<file path="config.mk">
export PLATFORM = sky130hd
export DESIGN_NAME = altera_sig_mac_accum_flat
export DESIGN_NICKNAME = d
export VERILOG_FILES = /design/src/rtl/altera_sig_mac_accum_if.sv /design/src/rtl/altera_sig_mac_accum.sv /design/src/flat_wrapper.sv
export SDC_FILE = /design/constraint.sdc
export NUM_CORES = 1
export LEC_CHECK = 0
export BUFFER_PORTS_ARGS = -buffer_cell sky130_fd_sc_hd__buf_2
export CAP_MARGIN = 0
export CELL_PAD_IN_SITES_DETAIL_PLACEMENT = 0
export CELL_PAD_IN_SITES_GLOBAL_PLACEMENT = 1
export CORE_UTILIZATION = 37
export DETAILED_ROUTE_END_ITERATION = 16
export PLACE_DENSITY = 0.74
export SETUP_SLACK_MARGIN = 0.15
export SKIP_CTS_REPAIR_TIMING = 1
export SLEW_MARGIN = 20
export SYNTH_ARGS = -nofsm -noshare
export SYNTH_HDL_FRONTEND = slang
export SYNTH_SLANG_ARGS = --single-unit
</file>
<file path="constraint.sdc">
create_clock -name clock -period 5.55 [get_ports clock]
set_clock_uncertainty 0.15 [all_clocks]
set_input_delay 0.555 -clock clock [delete_from_list [all_inputs] [get_ports clock]]
set_output_delay 0.555 -clock clock [all_outputs]
set_load 0.02 [all_outputs]
</file>
<file path="src/rtl/altera_sig_mac_accum_if.sv">
// Term/result stream bundle for the MAC accumulator.
// The slave side is the accumulator; the master side is the stage that feeds it
// and also drains its results.
interface altera_sig_mac_accum_if #(
  parameter int IN_W  = 33,
  parameter int OUT_W = 24
);
  logic signed [IN_W-1:0]  in_data;
  logic                    in_valid;
  logic                    in_last;
  logic                    in_ready;
  logic signed [OUT_W-1:0] out_data;
  logic                    out_valid;
  logic                    out_ready;
  logic                    out_sat;
  logic                    out_trunc;
  logic                    overrun;

  modport slave (
    input  in_data, in_valid, in_last, out_ready,
    output in_ready, out_data, out_valid, out_sat, out_trunc, overrun
  );

  modport master (
    output in_data, in_valid, in_last, out_ready,
    input  in_ready, out_data, out_valid, out_sat, out_trunc, overrun
  );
endinterface

</file>
<file path="src/rtl/altera_sig_mac_accum.sv">
// Framed sum-of-products accumulator.
// Sums signed terms over a frame, then rounds (half toward +inf), shifts and
// saturates the total into one output word. A single pending slot behind the
// output register lets a second result finish before the input has to stall.
module altera_sig_mac_accum #(
  parameter int IN_W      = 33,
  parameter int ACC_W     = 41,
  parameter int OUT_W     = 24,
  parameter int SHIFT     = 16,
  parameter int MAX_TERMS = 256
) (
  input logic                   clock,
  input logic                   sclr_n,
  altera_sig_mac_accum_if.slave bus
);

  localparam int CNT_W = $clog2(MAX_TERMS + 1);

  // Rounding constant and output limits, all at the ACC_W+1 working width.
  localparam logic signed [ACC_W:0] RND  = {{ACC_W{1'b0}}, 1'b1} << (SHIFT - 1);
  localparam logic signed [ACC_W:0] OMAX = {{(ACC_W+2-OUT_W){1'b0}}, {(OUT_W-1){1'b1}}};
  localparam logic signed [ACC_W:0] OMIN = {{(ACC_W+2-OUT_W){1'b1}}, {(OUT_W-1){1'b0}}};
  localparam logic [OUT_W-1:0]      QMAX = {1'b0, {(OUT_W-1){1'b1}}};
  localparam logic [OUT_W-1:0]      QMIN = {1'b1, {(OUT_W-1){1'b0}}};

  typedef enum logic [1:0] {S_IDLE, S_ACCUM, S_PEND} state_t;

  state_t                  r_state, w_state_nxt;
  logic signed [ACC_W-1:0] r_acc;
  logic [CNT_W-1:0]        r_cnt;
  logic                    r_ovf;
  logic                    r_ovf_neg;
  logic [OUT_W-1:0]        r_out_data;
  logic                    r_out_valid;
  logic                    r_out_sat;
  logic                    r_out_trunc;
  logic [OUT_W-1:0]        r_pnd_data;
  logic                    r_pnd_sat;
  logic                    r_pnd_trunc;
  logic                    r_overrun;

  logic                    w_in_ready;
  logic                    w_accept;
  logic signed [ACC_W:0]   w_sum;
  logic                    w_add_ovf;
  logic signed [ACC_W-1:0] w_acc_next;
  logic                    w_ovf_any;
  logic                    w_ovf_neg;
  logic [CNT_W-1:0]        w_cnt_next;
  logic                    w_cnt_full;
  logic                    w_frame_end;
  logic                    w_trunc;
  logic signed [ACC_W:0]   w_rnd;
  logic signed [ACC_W:0]   w_shr;
  logic [OUT_W-1:0]        w_res_data;
  logic                    w_res_sat;
  logic                    w_slot_free;
  logic                    w_load_out;
  logic                    w_load_pnd;
  logic                    w_from_pnd;

  assign w_in_ready  = (r_state != S_PEND);
  assign w_accept    = bus.in_valid & w_in_ready;
  assign w_slot_free = ~r_out_valid | bus.out_ready;

  // One extra bit on the add exposes signed overflow of the accumulator.
  assign w_sum      = {r_acc[ACC_W-1], r_acc}
                    + {{(ACC_W+1-IN_W){bus.in_data[IN_W-1]}}, bus.in_data};
  assign w_add_ovf  = w_sum[ACC_W] ^ w_sum[ACC_W-1];
  assign w_acc_next = w_sum[ACC_W-1:0];
  assign w_ovf_any  = r_ovf | w_add_ovf;
  // Direction of the most recent wrap decides which limit an overflowed frame takes.
  assign w_ovf_neg  = w_add_ovf ? w_sum[ACC_W] : r_ovf_neg;

  assign w_cnt_next  = r_cnt + CNT_W'(1);
  assign w_cnt_full  = (w_cnt_next == CNT_W'(MAX_TERMS));
  assign w_frame_end = w_accept & (bus.in_last | w_cnt_full);
  assign w_trunc     = w_cnt_full & ~bus.in_last;

  assign w_rnd = {w_acc_next[ACC_W-1], w_acc_next} + RND;
  assign w_shr = w_rnd >>> SHIFT;

  // Saturate the shifted total; accumulator overflow overrides to a hard limit.
  always_comb begin
    w_res_data = w_shr[OUT_W-1:0];
    w_res_sat  = 1'b0;
    if (w_ovf_any) begin
      w_res_data = w_ovf_neg ? QMIN : QMAX;
      w_res_sat  = 1'b1;
    end else if (w_shr > OMAX) begin
      w_res_data = QMAX;
      w_res_sat  = 1'b1;
    end else if (w_shr < OMIN) begin
      w_res_data = QMIN;
      w_res_sat  = 1'b1;
    end
  end

  // Next state and routing of a finished result (output register vs pending slot).
  always_comb begin
    w_state_nxt = r_state;
    w_load_out  = 1'b0;
    w_load_pnd  = 1'b0;
    w_from_pnd  = 1'b0;
    case (r_state)
      S_IDLE, S_ACCUM: begin
        if (w_frame_end) begin
          if (w_slot_free) begin
            w_load_out  = 1'b1;
            w_state_nxt = S_IDLE;
          end else begin
            w_load_pnd  = 1'b1;
            w_state_nxt = S_PEND;
          end
        end else if (w_accept) begin
          w_state_nxt = S_ACCUM;
        end
      end
      S_PEND: begin
        if (w_slot_free) begin
          w_load_out  = 1'b1;
          w_from_pnd  = 1'b1;
          w_state_nxt = S_IDLE;
        end
      end
      default: w_state_nxt = S_IDLE;
    endcase
  end

  // State register.
  always_ff @(posedge clock) begin
    if (!sclr_n) r_state <= S_IDLE;
    else         r_state <= w_state_nxt;
  end

  // Accumulator, term count and overflow tracking; cleared at every frame end.
  always_ff @(posedge clock) begin
    if (!sclr_n || w_frame_end) begin
      r_acc     <= '0;
      r_cnt     <= '0;
      r_ovf     <= 1'b0;
      r_ovf_neg <= 1'b0;
    end else if (w_accept) begin
      r_acc     <= w_acc_next;
      r_cnt     <= w_cnt_next;
      r_ovf     <= w_ovf_any;
      r_ovf_neg <= w_ovf_neg;
    end
  end

  // Pending slot holds a result that finished while the output was stalled.
  always_ff @(posedge clock) begin
    if (!sclr_n) begin
      r_pnd_data  <= '0;
      r_pnd_sat   <= 1'b0;
      r_pnd_trunc <= 1'b0;
    end else if (w_load_pnd) begin
      r_pnd_data  <= w_res_data;
      r_pnd_sat   <= w_res_sat;
      r_pnd_trunc <= w_trunc;
    end
  end

  // Output register: holds steady under backpressure, reloads as it drains.
  always_ff @(posedge clock) begin
    if (!sclr_n) begin
      r_out_data  <= '0;
      r_out_sat   <= 1'b0;
      r_out_trunc <= 1'b0;
      r_out_valid <= 1'b0;
    end else if (w_load_out) begin
      r_out_data  <= w_from_pnd ? r_pnd_data  : w_res_data;
      r_out_sat   <= w_from_pnd ? r_pnd_sat   : w_res_sat;
      r_out_trunc <= w_from_pnd ? r_pnd_trunc : w_trunc;
      r_out_valid <= 1'b1;
    end else if (bus.out_ready) begin
      r_out_valid <= 1'b0;
    end
  end

  // Sticky flag for beats offered while stalled (those beats are lost).
  always_ff @(posedge clock) begin
    if (!sclr_n)                          r_overrun <= 1'b0;
    else if (bus.in_valid && !w_in_ready) r_overrun <= 1'b1;
  end

  assign bus.in_ready  = w_in_ready;
  assign bus.out_data  = r_out_data;
  assign bus.out_valid = r_out_valid;
  assign bus.out_sat   = r_out_sat;
  assign bus.out_trunc = r_out_trunc;
  assign bus.overrun   = r_overrun;

endmodule

</file>
<file path="src/flat_wrapper.sv">
// flat-port wrapper written by rule: the top's interface ports become plain ports
module altera_sig_mac_accum_flat 
#(
  parameter int IN_W      = 33,
  parameter int ACC_W     = 41,
  parameter int OUT_W     = 24,
  parameter int SHIFT     = 16,
  parameter int MAX_TERMS = 256
)
  (clock, sclr_n, bus_in_data, bus_in_valid, bus_in_last, bus_out_ready, bus_in_ready, bus_out_data, bus_out_valid, bus_out_sat, bus_out_trunc, bus_overrun);
  altera_sig_mac_accum_if #(.IN_W(IN_W), .OUT_W(OUT_W)) bus_i ();
  input logic clock;
  input logic sclr_n;
  input wire logic [$bits(bus_i.in_data)-1:0] bus_in_data;
  input wire logic [$bits(bus_i.in_valid)-1:0] bus_in_valid;
  input wire logic [$bits(bus_i.in_last)-1:0] bus_in_last;
  input wire logic [$bits(bus_i.out_ready)-1:0] bus_out_ready;
  output wire logic [$bits(bus_i.in_ready)-1:0] bus_in_ready;
  output wire logic [$bits(bus_i.out_data)-1:0] bus_out_data;
  output wire logic [$bits(bus_i.out_valid)-1:0] bus_out_valid;
  output wire logic [$bits(bus_i.out_sat)-1:0] bus_out_sat;
  output wire logic [$bits(bus_i.out_trunc)-1:0] bus_out_trunc;
  output wire logic [$bits(bus_i.overrun)-1:0] bus_overrun;
  assign bus_i.in_data = bus_in_data;
  assign bus_i.in_valid = bus_in_valid;
  assign bus_i.in_last = bus_in_last;
  assign bus_i.out_ready = bus_out_ready;
  assign bus_in_ready = bus_i.in_ready;
  assign bus_out_data = bus_i.out_data;
  assign bus_out_valid = bus_i.out_valid;
  assign bus_out_sat = bus_i.out_sat;
  assign bus_out_trunc = bus_i.out_trunc;
  assign bus_overrun = bus_i.overrun;
  altera_sig_mac_accum #(.IN_W(IN_W), .ACC_W(ACC_W), .OUT_W(OUT_W), .SHIFT(SHIFT), .MAX_TERMS(MAX_TERMS)) u_core (.clock(clock), .sclr_n(sclr_n), .bus(bus_i));
endmodule
</file>
==> results.yml, run 1 <==
power_and_ir_drop:
  combPwrFrac_pct: 38.2
  seqPwrFrac_pct: 34.3
  intPower_w: 0.00154
  clkPwrFrac_pct: 27.5
  p_sw_w: 0.000984
  powerDensity_mw_per_mm2: 279
  max-vdd-ir-drop_v: 0.000138
  power_switching_share_pct: 39.0
  cellLeakagePower_nw: 3.57
routing:
  post_drt_via_cell_ratio: 5.67
  via_count: 8058
  drc: 0
  ant_nets: 0
  dr.first_iter.drc_count: 442
  routed_wl_um: 24700
  dr.pass1.iters: 4
  avgRoutedWirePerCell_um: 17.4
sta:
  fmax_mhz: 198
  min_period_ns: 5.04
  slew_viol_final: 0
  finalHoldViolCount: 0
  rsz0062_at_grt: "false"
  period_share_pct: 90.9
  fin_setup_tns_ns: 0
  maxSlewHeadroom_pct: 50.5
  finalSetupViolations: 0
  worst_pin_slew_ns: 0.743
yosys:
  ys_seq_area_share_pct: 27.1
  yosys_warnings: 0
  synth_adder_area_share_pct: 7.40
  muxShareOfSynthArea_pct: 0.643
  ys_types: 71
  synth_flop_cell: "dfxtp_1"
  synth_compound_area_share_pct: 30.9
  synth_xor_area_share_pct: 6.36
  synth_edf_count: 0
  syn_nets: 1172
  synthSimpleGateAreaFrac_pct: 23.1
  synth-seq-cells: 108
  async_reset_ff_share_pct: 0
  synth_cells: 1089
  synth_top_family_by_area: "compound AO/OA/AOI/OAI gates"
  syn_area_per_cell_um2: 7.33
  syn_area_mm2: 0.00798
worst_setup_path:
  path_class: "reg2reg"
  path_cells: "ha_1 > a21oi_1 > o21ai_1 > a32oi_1 > a21boi_0 > a21boi_0 > or3_1 > nor4_4 > a211oi_1 > or4_4 > a211o_1 > buf_4 > o221ai_1 > a21oi_1"
  crit_path_max_fanout: 16
  crit_path_end_kind: "flop"
  worstPathArrival_ns: 5.13
  crit_path_max_incr_delay_ns: 0.55
  cp.required_ns: 5.64
  startpoint_type: "flop"
  cpMaxStageDelayCell: "or4_4"
cts:
  cts_tree: "built"
  htreeDepth: 3
  cts.sinks: 108
  cts_root_buf: "clkbuf_16"
  cts_made_buffers: 9
  clk_path_buf_depth: 2
  insertion_delay_ns: 0.36
  cts.clk_slew.worst_paths_ns: 0.08
cells_and_area:
  drive_above_1_share_pct: 12.7
  multi_input_area_mm2: 0.00548
  antennaDiodeCount: 0
  fin_nets: 1224
  n_fill_cell: 2236
  final_core_util_pct: 42.9
  syn2layout_area_growth_pct: 13.2
  seq_area_mm2: 0.00216
global_routing:
  overflow: 0
  antenna_found_initial: 0
  grt_max_degree: 53
  grt_usage_pct: 22.7
  grt_pass1_vias: 7475
  grt_pass1_wl_um: 40000
run:
  drv_cap: 0
run_status:
  outcome: "complete, no violations"
floorplan:
  core_area_mm2: 0.0211
  die_w_um: 149
  start_util_pct: 37.9
  row_count: 53
  die_y_um: 149
  die_area_mm2: 0.0222
  ios: 67
place:
  hpwl_um: 18500
  place_congestion: 0.895
  port-buffer-count: 66
worst_hold_path:
  hold_path_class: "reg2reg"
==> layout by cell type (no fill, tap or decap), drive strengths merged, types with 7 or more instances in the layout <==
| cell type | Yosys | layout |
|---|---|---|
| a21oi | 152 | 152 |
| nand2 | 138 | 138 |
| buf | 10 | 111 |
| dfxtp | 108 | 108 |
| nor2 | 107 | 107 |
| o21ai | 85 | 85 |
| ha | 44 | 44 |
| xor2 | 30 | 30 |
| nand4 | 29 | 29 |
| xnor2 | 28 | 28 |
| inv | 21 | 24 |
| a211oi | 22 | 22 |
| nand3 | 20 | 20 |
| nor3 | 18 | 18 |
| a21boi | 18 | 18 |
| o211ai | 15 | 15 |
| a21o | 15 | 15 |
| and3 | 14 | 14 |
| o21a | 13 | 13 |
| or3 | 11 | 11 |
| and2 | 10 | 10 |
| nor4 | 10 | 10 |
| clkbuf | 60 | 9 |
| o2111a | 8 | 8 |
| nor2b | 7 | 7 |
| and4 | 7 | 7 |
| a221o | 7 | 7 |
==> final timing paths <==
path / start / end / slack (ns) / cells past startpoint
max: u_core.r_acc[15] / u_core.bus.out_data[8] / 0.51 / 14
min: u_core.bus.out_data[17] / u_core.bus.out_data[17] / 0.30 / 2
max reg2reg: u_core.r_acc[15] / u_core.bus.out_data[8] / 0.51 / 14
min reg2reg: u_core.bus.out_data[17] / u_core.bus.out_data[17] / 0.30 / 2
==> worst max-delay path: cells and delay by family, from the launching register on <==
kind,cells,cell delay (ns)
buf+inv,1,0.27
fa+ha+maj,1,0.39
simple gates,3,1.47
compound gates,9,2.32
flops,1,0.32
==> registers in the layout (all words and copies together) (netlist names) <==
name / count
u_core.r_cnt: 9
u_core.bus.out_valid: 1
u_core.r_pnd_data: 24
u_core.bus.out_trunc: 1
u_core.bus.overrun: 1
u_core.r_state: 2
u_core.r_acc: 41
u_core.bus.out_sat: 1
u_core.r_ovf: 1
u_core.bus.out_data: 24
u_core.r_pnd_sat: 1
u_core.r_ovf_neg: 1
u_core.r_pnd_trunc: 1
==> metal layers <==
metal | track usage [%] | wire length [µm] | up-vias
met1 | 32.8 | 12400 | 3755
met3 | 2.94 | 1100 | 24
met4 | 6.79 | 389 | 0
met2 | 34.7 | 10800 | 190
met5 | 0 | 0 | -
li1 | - | - | 4089
==> power groups by stage <==
| stage | sequential, W | combinational, W | clock, W |
|---|---|---|---|
| finish | 0.000866 | 0.000964 | 0.000693 |
| global route | 0.000874 | 0.00106 | 0.000739 |
| CTS | 0.000867 | 0.000955 | 0.000712 |
| detailed placement | 0.000885 | 0.000950 | 0 |
| global placement | 0.000883 | 0.000950 | 0 |
| floorplan | 0.000910 | 0.000624 | 0 |
==> metrics by stage <==
| step | total power [W] | worst slack (ns) | hold WS, ns | cell area [µm²] | std cells |
|---|---|---|---|---|---|
| floorplan | 0.00153 | 0.759 | 0.257 | 7980 | 1089 |
| global placement | 0.00183 | 0.214 | 0.284 | 8730 | 1405 |
| detailed placement | 0.00183 | 0.128 | 0.283 | 8730 | 1405 |
| CTS | 0.00253 | 0.453 | 0.302 | 9030 | 1420 |
| global route | 0.00268 | 0.167 | 0.319 | 9040 | 1420 |
| finish | 0.00252 | 0.505 | 0.298 | 9040 | 1420 |
==> final cells by class <==
class	instances	share of cell area (%)
Inverter	21	0.872
Timing Repair Buffer	111	7.39
Multi-Input combinational cell	890	60.7
Tap cell	275	3.81
Clock inverter	6	0.872
Sequential cell	108	23.9
Clock buffer	9	2.49
==> cell families after synthesis <==
family	count (synthesis)
simple gates	389
fa+ha+maj	47
flops	108
buf+inv	91
xor+xnor	58
compound gates	391
mux	5
==> Yosys cell counts (11+ instances only) <==
| library cell | n | share of area, % |
|---|---|---|
| a211oi_1 | 20 | 1.9 |
| a21boi_0 | 17 | 1.6 |
| a21o_1 | 15 | 1.4 |
| a21oi_1 | 151 | 9.5 |
| and3_1 | 14 | 1.1 |
| clkbuf_1 | 60 | 2.8 |
| dfxtp_1 | 108 | 27 |
| ha_1 | 44 | 6.9 |
| inv_1 | 21 | 0.99 |
| nand2_1 | 138 | 6.5 |
| nand3_1 | 20 | 1.3 |
| nand4_1 | 29 | 2.3 |
| nor2_1 | 107 | 5.0 |
| nor3_1 | 18 | 1.1 |
| o211ai_1 | 15 | 1.4 |
| o21a_1 | 13 | 1.2 |
| o21ai_0 | 72 | 4.5 |
| o21ai_1 | 13 | 0.81 |
| or3_1 | 11 | 0.86 |
| xnor2_1 | 28 | 3.1 |
| xor2_1 | 30 | 3.3 |
(Power assumes the default switching activity.)
==> inputs of run 2 (changes only) <==
--- a/config.mk
+++ b/config.mk
@@ -7,7 +7,7 @@
 export LEC_CHECK = 0
 export BUFFER_PORTS_ARGS = -buffer_cell sky130_fd_sc_hd__buf_2
 export CAP_MARGIN = 0
-export CELL_PAD_IN_SITES_DETAIL_PLACEMENT = 0
+export CELL_PAD_IN_SITES_DETAIL_PLACEMENT = 1
 export CELL_PAD_IN_SITES_GLOBAL_PLACEMENT = 1
 export CORE_UTILIZATION = 37
 export DETAILED_ROUTE_END_ITERATION = 16
==> constraint.sdc (replaced) <==
create_clock -name clock -period 5.55 [get_ports clock]
set_clock_uncertainty 0.15 [all_clocks]
set_input_delay 0.555 -clock clock [delete_from_list [all_inputs] [get_ports clock]]
set_output_delay 0.555 -clock clock [all_outputs]
set_load 0.005 [all_outputs]
==> run 2 against run 1 <==
Fmax down 2.5%. Non-clock buffer count unchanged. Setup slack worse by 0.13 ns. Global-route usage up 1.4 points. Critical path depth unchanged. Wire length up 6.4%. Register-to-register slack worse by 0.13 ns. Sequential power about the same. Count of clock-buffer cells in the layout unchanged. Core utilization down 0.059 points. Critical path type unchanged. Largest cell class unchanged. Highest routed layer unchanged.
==> results.yml, run 2 (synthesized netlist as in run 1, its figures left out) <==
cells_and_area:
  layout_commonest_cell: "a21oi_1"
  syn2layout_area_growth_pct: 13.1
  regMostFlops: "u_core.r_acc"
  drive_above_1_share_pct: 12.6
  largest_reg_flops: 41
  fin_nets: 1224
  antennaDiodeCount: 0
  final_cell_mix: "151 x a21oi_1, 137 x nand2_1, 108 x dfxtp_1, 106 x nor2_1, 71 x o21ai_0"
  n_fill_cell: 2723
power_and_ir_drop:
  intPower_w: 0.00153
  powerDensity_mw_per_mm2: 277
  seqPwrFrac_pct: 34.7
  cellLeakagePower_nw: 3.57
  max-vdd-ir-drop_v: 0.000132
  p_sw_w: 0.000964
  combPwrFrac_pct: 38.1
  clkPwrFrac_pct: 27.2
  power_switching_share_pct: 38.6
floorplan:
  ios: 67
  start_util_pct: 37.9
  row_count: 53
  die_area_mm2: 0.0222
  core_area_mm2: 0.0211
  die_w_um: 149
  die_y_um: 149
place:
  port-buffer-count: 66
  hpwl_um: 20300
  place_congestion: 0.895
global_routing:
  overflow: 0
  grt_usage_pct: 24.1
  grt_pass1_wl_um: 42700
  grt_pass1_vias: 8229
  grt_max_degree: 53
  antenna_found_initial: 0
routing:
  ant_nets: 0
  avgRoutedWirePerCell_um: 18.5
  via_count: 8339
  post_drt_via_cell_ratio: 5.87
  dr.first_iter.drc_count: 508
  drc: 0
  dr.pass1.iters: 7
  routed_wl_um: 26300
worst_setup_path:
  path_cells: "ha_1 > a21oi_1 > o21ai_1 > a32oi_1 > a21boi_0 > a21boi_0 > or3_1 > nor4_4 > a211oi_1 > or4_4 > a211o_1 > buf_4 > o221ai_1 > a21oi_1"
  crit_path_end_kind: "flop"
  cpMaxStageDelayCell: "or3_1"
  path_class: "reg2reg"
  cp.required_ns: 5.64
  crit_path_max_fanout: 16
  startpoint_type: "flop"
  crit_path_max_incr_delay_ns: 0.55
  worstPathArrival_ns: 5.26
sta:
  period_share_pct: 93.3
  rsz0062_at_grt: "false"
  fmax_mhz: 193
  fin_setup_tns_ns: 0
  finalHoldViolCount: 0
  maxSlewHeadroom_pct: 49.9
  holdWs_ns: 0.301
  worst_pin_slew_ns: 0.751
  finalSetupViolations: 0
  min_period_ns: 5.18
  slew_viol_final: 0
cts:
  htreeDepth: 3
  cts_root_buf: "clkbuf_16"
  cts_made_buffers: 9
  cts_tree: "built"
  cts.sinks: 108
  cts.clk_slew.worst_paths_ns: 0.08
  clk_path_buf_depth: 2
  insertion_delay_ns: 0.36
worst_hold_path:
  hold_path_class: "reg2reg"
run_status:
  outcome: "complete, no violations"
run:
  drv_cap: 0
==> run 2: per-stage QoR <==
step	setup WS, ns	cells	area (µm²)	utilization (%)	power (W)
finish	0.374	1420	9030	42.8	0.00250
CTS	0.465	1420	9030	42.8	0.00251
global route	0.164	1420	9030	42.8	0.00264
detailed placement	0.166	1405	8730	41.4	0.00182
floorplan	0.759	1089	7980	-	0.00150
global placement	0.214	1405	8730	41.4	0.00180
==> run 2: worst paths after layout <==
kind                           start                       to  slack [ns]  depth (start not counted)
setup / recovery    u_core.r_acc[15]  u_core.bus.out_data[15]        0.37                         14
hold / removal    u_core.bus.out_sat       u_core.bus.out_sat        0.30                          2
setup reg to reg    u_core.r_acc[15]  u_core.bus.out_data[15]        0.37                         14
hold reg to reg   u_core.bus.out_sat       u_core.bus.out_sat        0.30                          2
==> run 2: area by class of cell <==
class | instances | area (µm²) | share of cell area [%]
Clock buffer | 9 | 225 | 2.49
Clock inverter | 6 | 71.3 | 0.790
Inverter | 21 | 78.8 | 0.873
Multi-Input combinational cell | 890 | 5480 | 60.7
Sequential cell | 108 | 2160 | 23.9
Tap cell | 275 | 344 | 3.81
Timing Repair Buffer | 111 | 668 | 7.40
==> run 2: power groups by stage <==
stage	combinational, W	clock (W)	sequential [W]
final	0.000951	0.000679	0.000868
after global routing	0.00104	0.000721	0.000875
after CTS	0.000943	0.000698	0.000869
after detailed placement	0.000938	0	0.000886
after global placement	0.000920	0	0.000883
after floorplan	0.000624	0	0.000880
==> run 2: layer usage <==
layer  global-route usage [%]  routed length (µm)  vias up
li1                         -                   -     4077
met1                     33.6               13000     4084
met2                     39.7               12200      152
met3                     2.20                 859       26
met4                     5.97                 267        0
met5                        0                   0        -
==> run 2: critical path: cells and delay by family (launching register included) <==
kind | cells | cell delay [ns]
flops | 1 | 0.32
buf+inv | 1 | 0.27
fa+ha+maj | 1 | 0.40
simple gates | 3 | 1.51
compound gates | 9 | 2.40
==> inputs of run 3 (changes only) <==
--- a/config.mk
+++ b/config.mk
@@ -12,7 +12,7 @@
 export CORE_UTILIZATION = 37
 export DETAILED_ROUTE_END_ITERATION = 16
 export PLACE_DENSITY = 0.74
-export SETUP_SLACK_MARGIN = 0.15
+export SETUP_SLACK_MARGIN = 0.4
 export SKIP_CTS_REPAIR_TIMING = 1
 export SLEW_MARGIN = 20
 export SYNTH_ARGS = -nofsm -noshare
==> run 3 against run 2 <==
Die area is the same. Core utilization grew 0.22 points. Clock power about the same. Sequential share of layout area decreased by 0.12 points. Total power up 0.41%. Via count rose by 0.11%. Non-clock buffer count unchanged. Combinational power is 1% higher. Cell area increased by 0.51%. Hold slack about the same. Global-route usage unchanged.
==> results.yml, run 3 (synthesized netlist as in run 1, its figures left out) <==
sta:
  rsz0062_at_grt: "false"
  period_share_pct: 89.3
  min_period_ns: 4.95
  fin_setup_tns_ns: 0
  fmax_mhz: 202
  finalHoldViolCount: 0
  slew_viol_final: 0
  maxSlewHeadroom_pct: 49.6
  fin_ws_ns: 0.597
  worst_pin_slew_ns: 0.756
  finalSetupViolations: 0
cells_and_area:
  regMostFlops: "u_core.r_acc"
  final_cell_mix: "151 x a21oi_1, 137 x nand2_1, 108 x dfxtp_1, 106 x nor2_1, 70 x o21ai_0"
  seq_area_mm2: 0.00216
  fin_nets: 1224
  final_core_util_pct: 43.0
  finalNonFillerCells: 1420
  layout_commonest_cell: "a21oi_1"
  largest_reg_flops: 41
  drive_above_1_share_pct: 13.4
  antennaDiodeCount: 0
  n_fill_cell: 2719
  multi_input_area_mm2: 0.00553
  syn2layout_area_growth_pct: 13.7
worst_setup_path:
  path_cells: "ha_1 > inv_1 > fa_1 > nand2b_1 > a21o_1 > a2111o_1 > a21oi_1 > buf_4 > o21ai_0 > xnor2_1 > nand4_1 > or3_1 > or4_4 > a21boi_1 > o22ai_1 > a221o_1"
  cp.required_ns: 5.65
  critPathBufInv: 2
  regToRegSetupSlack_ns: 0.60
  cpMaxStageDelayCell: "or4_4"
  cp_num_cells: 16
  rr_endpoint: "u_core.bus.out_data[12]"
  endpoint: "u_core.bus.out_data[12]"
  crit_path_max_fanout: 7
  startpoint_type: "flop"
  timing.rr.start: "u_core.r_acc[0]"
  worstPathArrival_ns: 5.05
  crit_path_max_incr_delay_ns: 0.53
  path_class: "reg2reg"
  crit_path_end_kind: "flop"
  cp-startpoint: "u_core.r_acc[0]"
  rr_worst_depth: 16
  critical-path-top-delay-family: "compound AO/OA/AOI/OAI gates"
power_and_ir_drop:
  total_power_w: 0.00251
  power_switching_share_pct: 38.6
  cellLeakagePower_nw: 3.58
  powerDensity_mw_per_mm2: 276
  clkPwrFrac_pct: 27.1
  seqPwrFrac_pct: 34.6
  intPower_w: 0.00154
  combPwrFrac_pct: 38.3
  max-vdd-ir-drop_v: 0.000134
  p_sw_w: 0.000968
routing:
  ant_nets: 0
  drc: 0
  dr.pass1.iters: 5
  via_count: 8348
  post_drt_via_cell_ratio: 5.88
  routed_wl_um: 26400
  avgRoutedWirePerCell_um: 18.6
  dr.first_iter.drc_count: 438
worst_hold_path:
  hold_path_class: "reg2reg"
global_routing:
  grt_usage_pct: 24.1
  overflow: 0
  grt_pass1_vias: 8229
  grt_pass1_wl_um: 42700
  antenna_found_initial: 0
  grt_max_degree: 53
floorplan:
  die_y_um: 149
  start_util_pct: 37.9
  die_w_um: 149
  die_area_mm2: 0.0222
  row_count: 53
  core_area_mm2: 0.0211
  ios: 67
run:
  drv_cap: 0
place:
  place_ws_ns: 0.166
  place_congestion: 0.895
  port-buffer-count: 66
  dp_cells: 1405
  hpwl_um: 20300
cts:
  cts.sinks: 108
  clk_path_buf_depth: 2
  cts_made_buffers: 9
  insertion_delay_ns: 0.36
  htreeDepth: 3
  cts_tree: "built"
  cts_root_buf: "clkbuf_16"
  cts.clk_slew.worst_paths_ns: 0.08
run_status:
  outcome: "complete, no violations"
## run 3: stage by stage
stage / hold slack, ns / instance area [µm²]
final: 0.302 / 9070
after global routing: 0.318 / 9070
after detailed placement: 0.282 / 8730
after CTS: 0.303 / 9030
after floorplan: 0.257 / 7980
after global placement: 0.284 / 8730
## run 3: power by group through the flow
stage	Clock (W)	Sequential (W)	Combinational, W
finish	0.000680	0.000868	0.000961
global route	0.000722	0.000875	0.00105
CTS	0.000698	0.000869	0.000943
detailed placement	0	0.000886	0.000938
global placement	0	0.000883	0.000920
floorplan	0	0.000880	0.000624
## run 3: layer usage
layer | up-vias | GRT usage [%] | wire [µm]
met2 | 155 | 39.7 | 12200
li1 | 4074 | - | -
met4 | 0 | 5.97 | 328
met1 | 4088 | 33.6 | 12900
met5 | - | 0 | 0
met3 | 31 | 2.20 | 914
## run 3: worst min path at each step
stage / from / end / cells past startpoint
2_1_floorplan: u_core.r_state[1] / u_core.r_state[0] / 1
5_1_grt: u_core.r_pnd_data[21] / u_core.r_pnd_data[21] / 2
6_report: u_core.bus.out_data[17] / u_core.bus.out_data[17] / 2
3_5_place_dp: u_core.r_state[1] / u_core.r_state[0] / 1
4_1_cts: u_core.r_pnd_data[21] / u_core.r_pnd_data[21] / 2
3_3_place_gp: u_core.r_state[1] / u_core.r_state[0] / 1
## run 3: worst min-delay path: cells and delay by family (launching register included)
kind | cells | cell delay, ns
flip-flops | 1 | 0.31
AND/OR/NAND/NOR | 1 | 0.05
AO/OA/AOI/OAI | 1 | 0.05
## run 3: layout make-up
class                   count  share of cell area (%)
well taps                 275                    3.79
inverters                  21                   0.869
clock inverters             6                   0.786
flip-flops and latches    108                    23.8
multi-input cells         890                    60.9
clock buffers               9                    2.48
repair buffers            111                    7.36
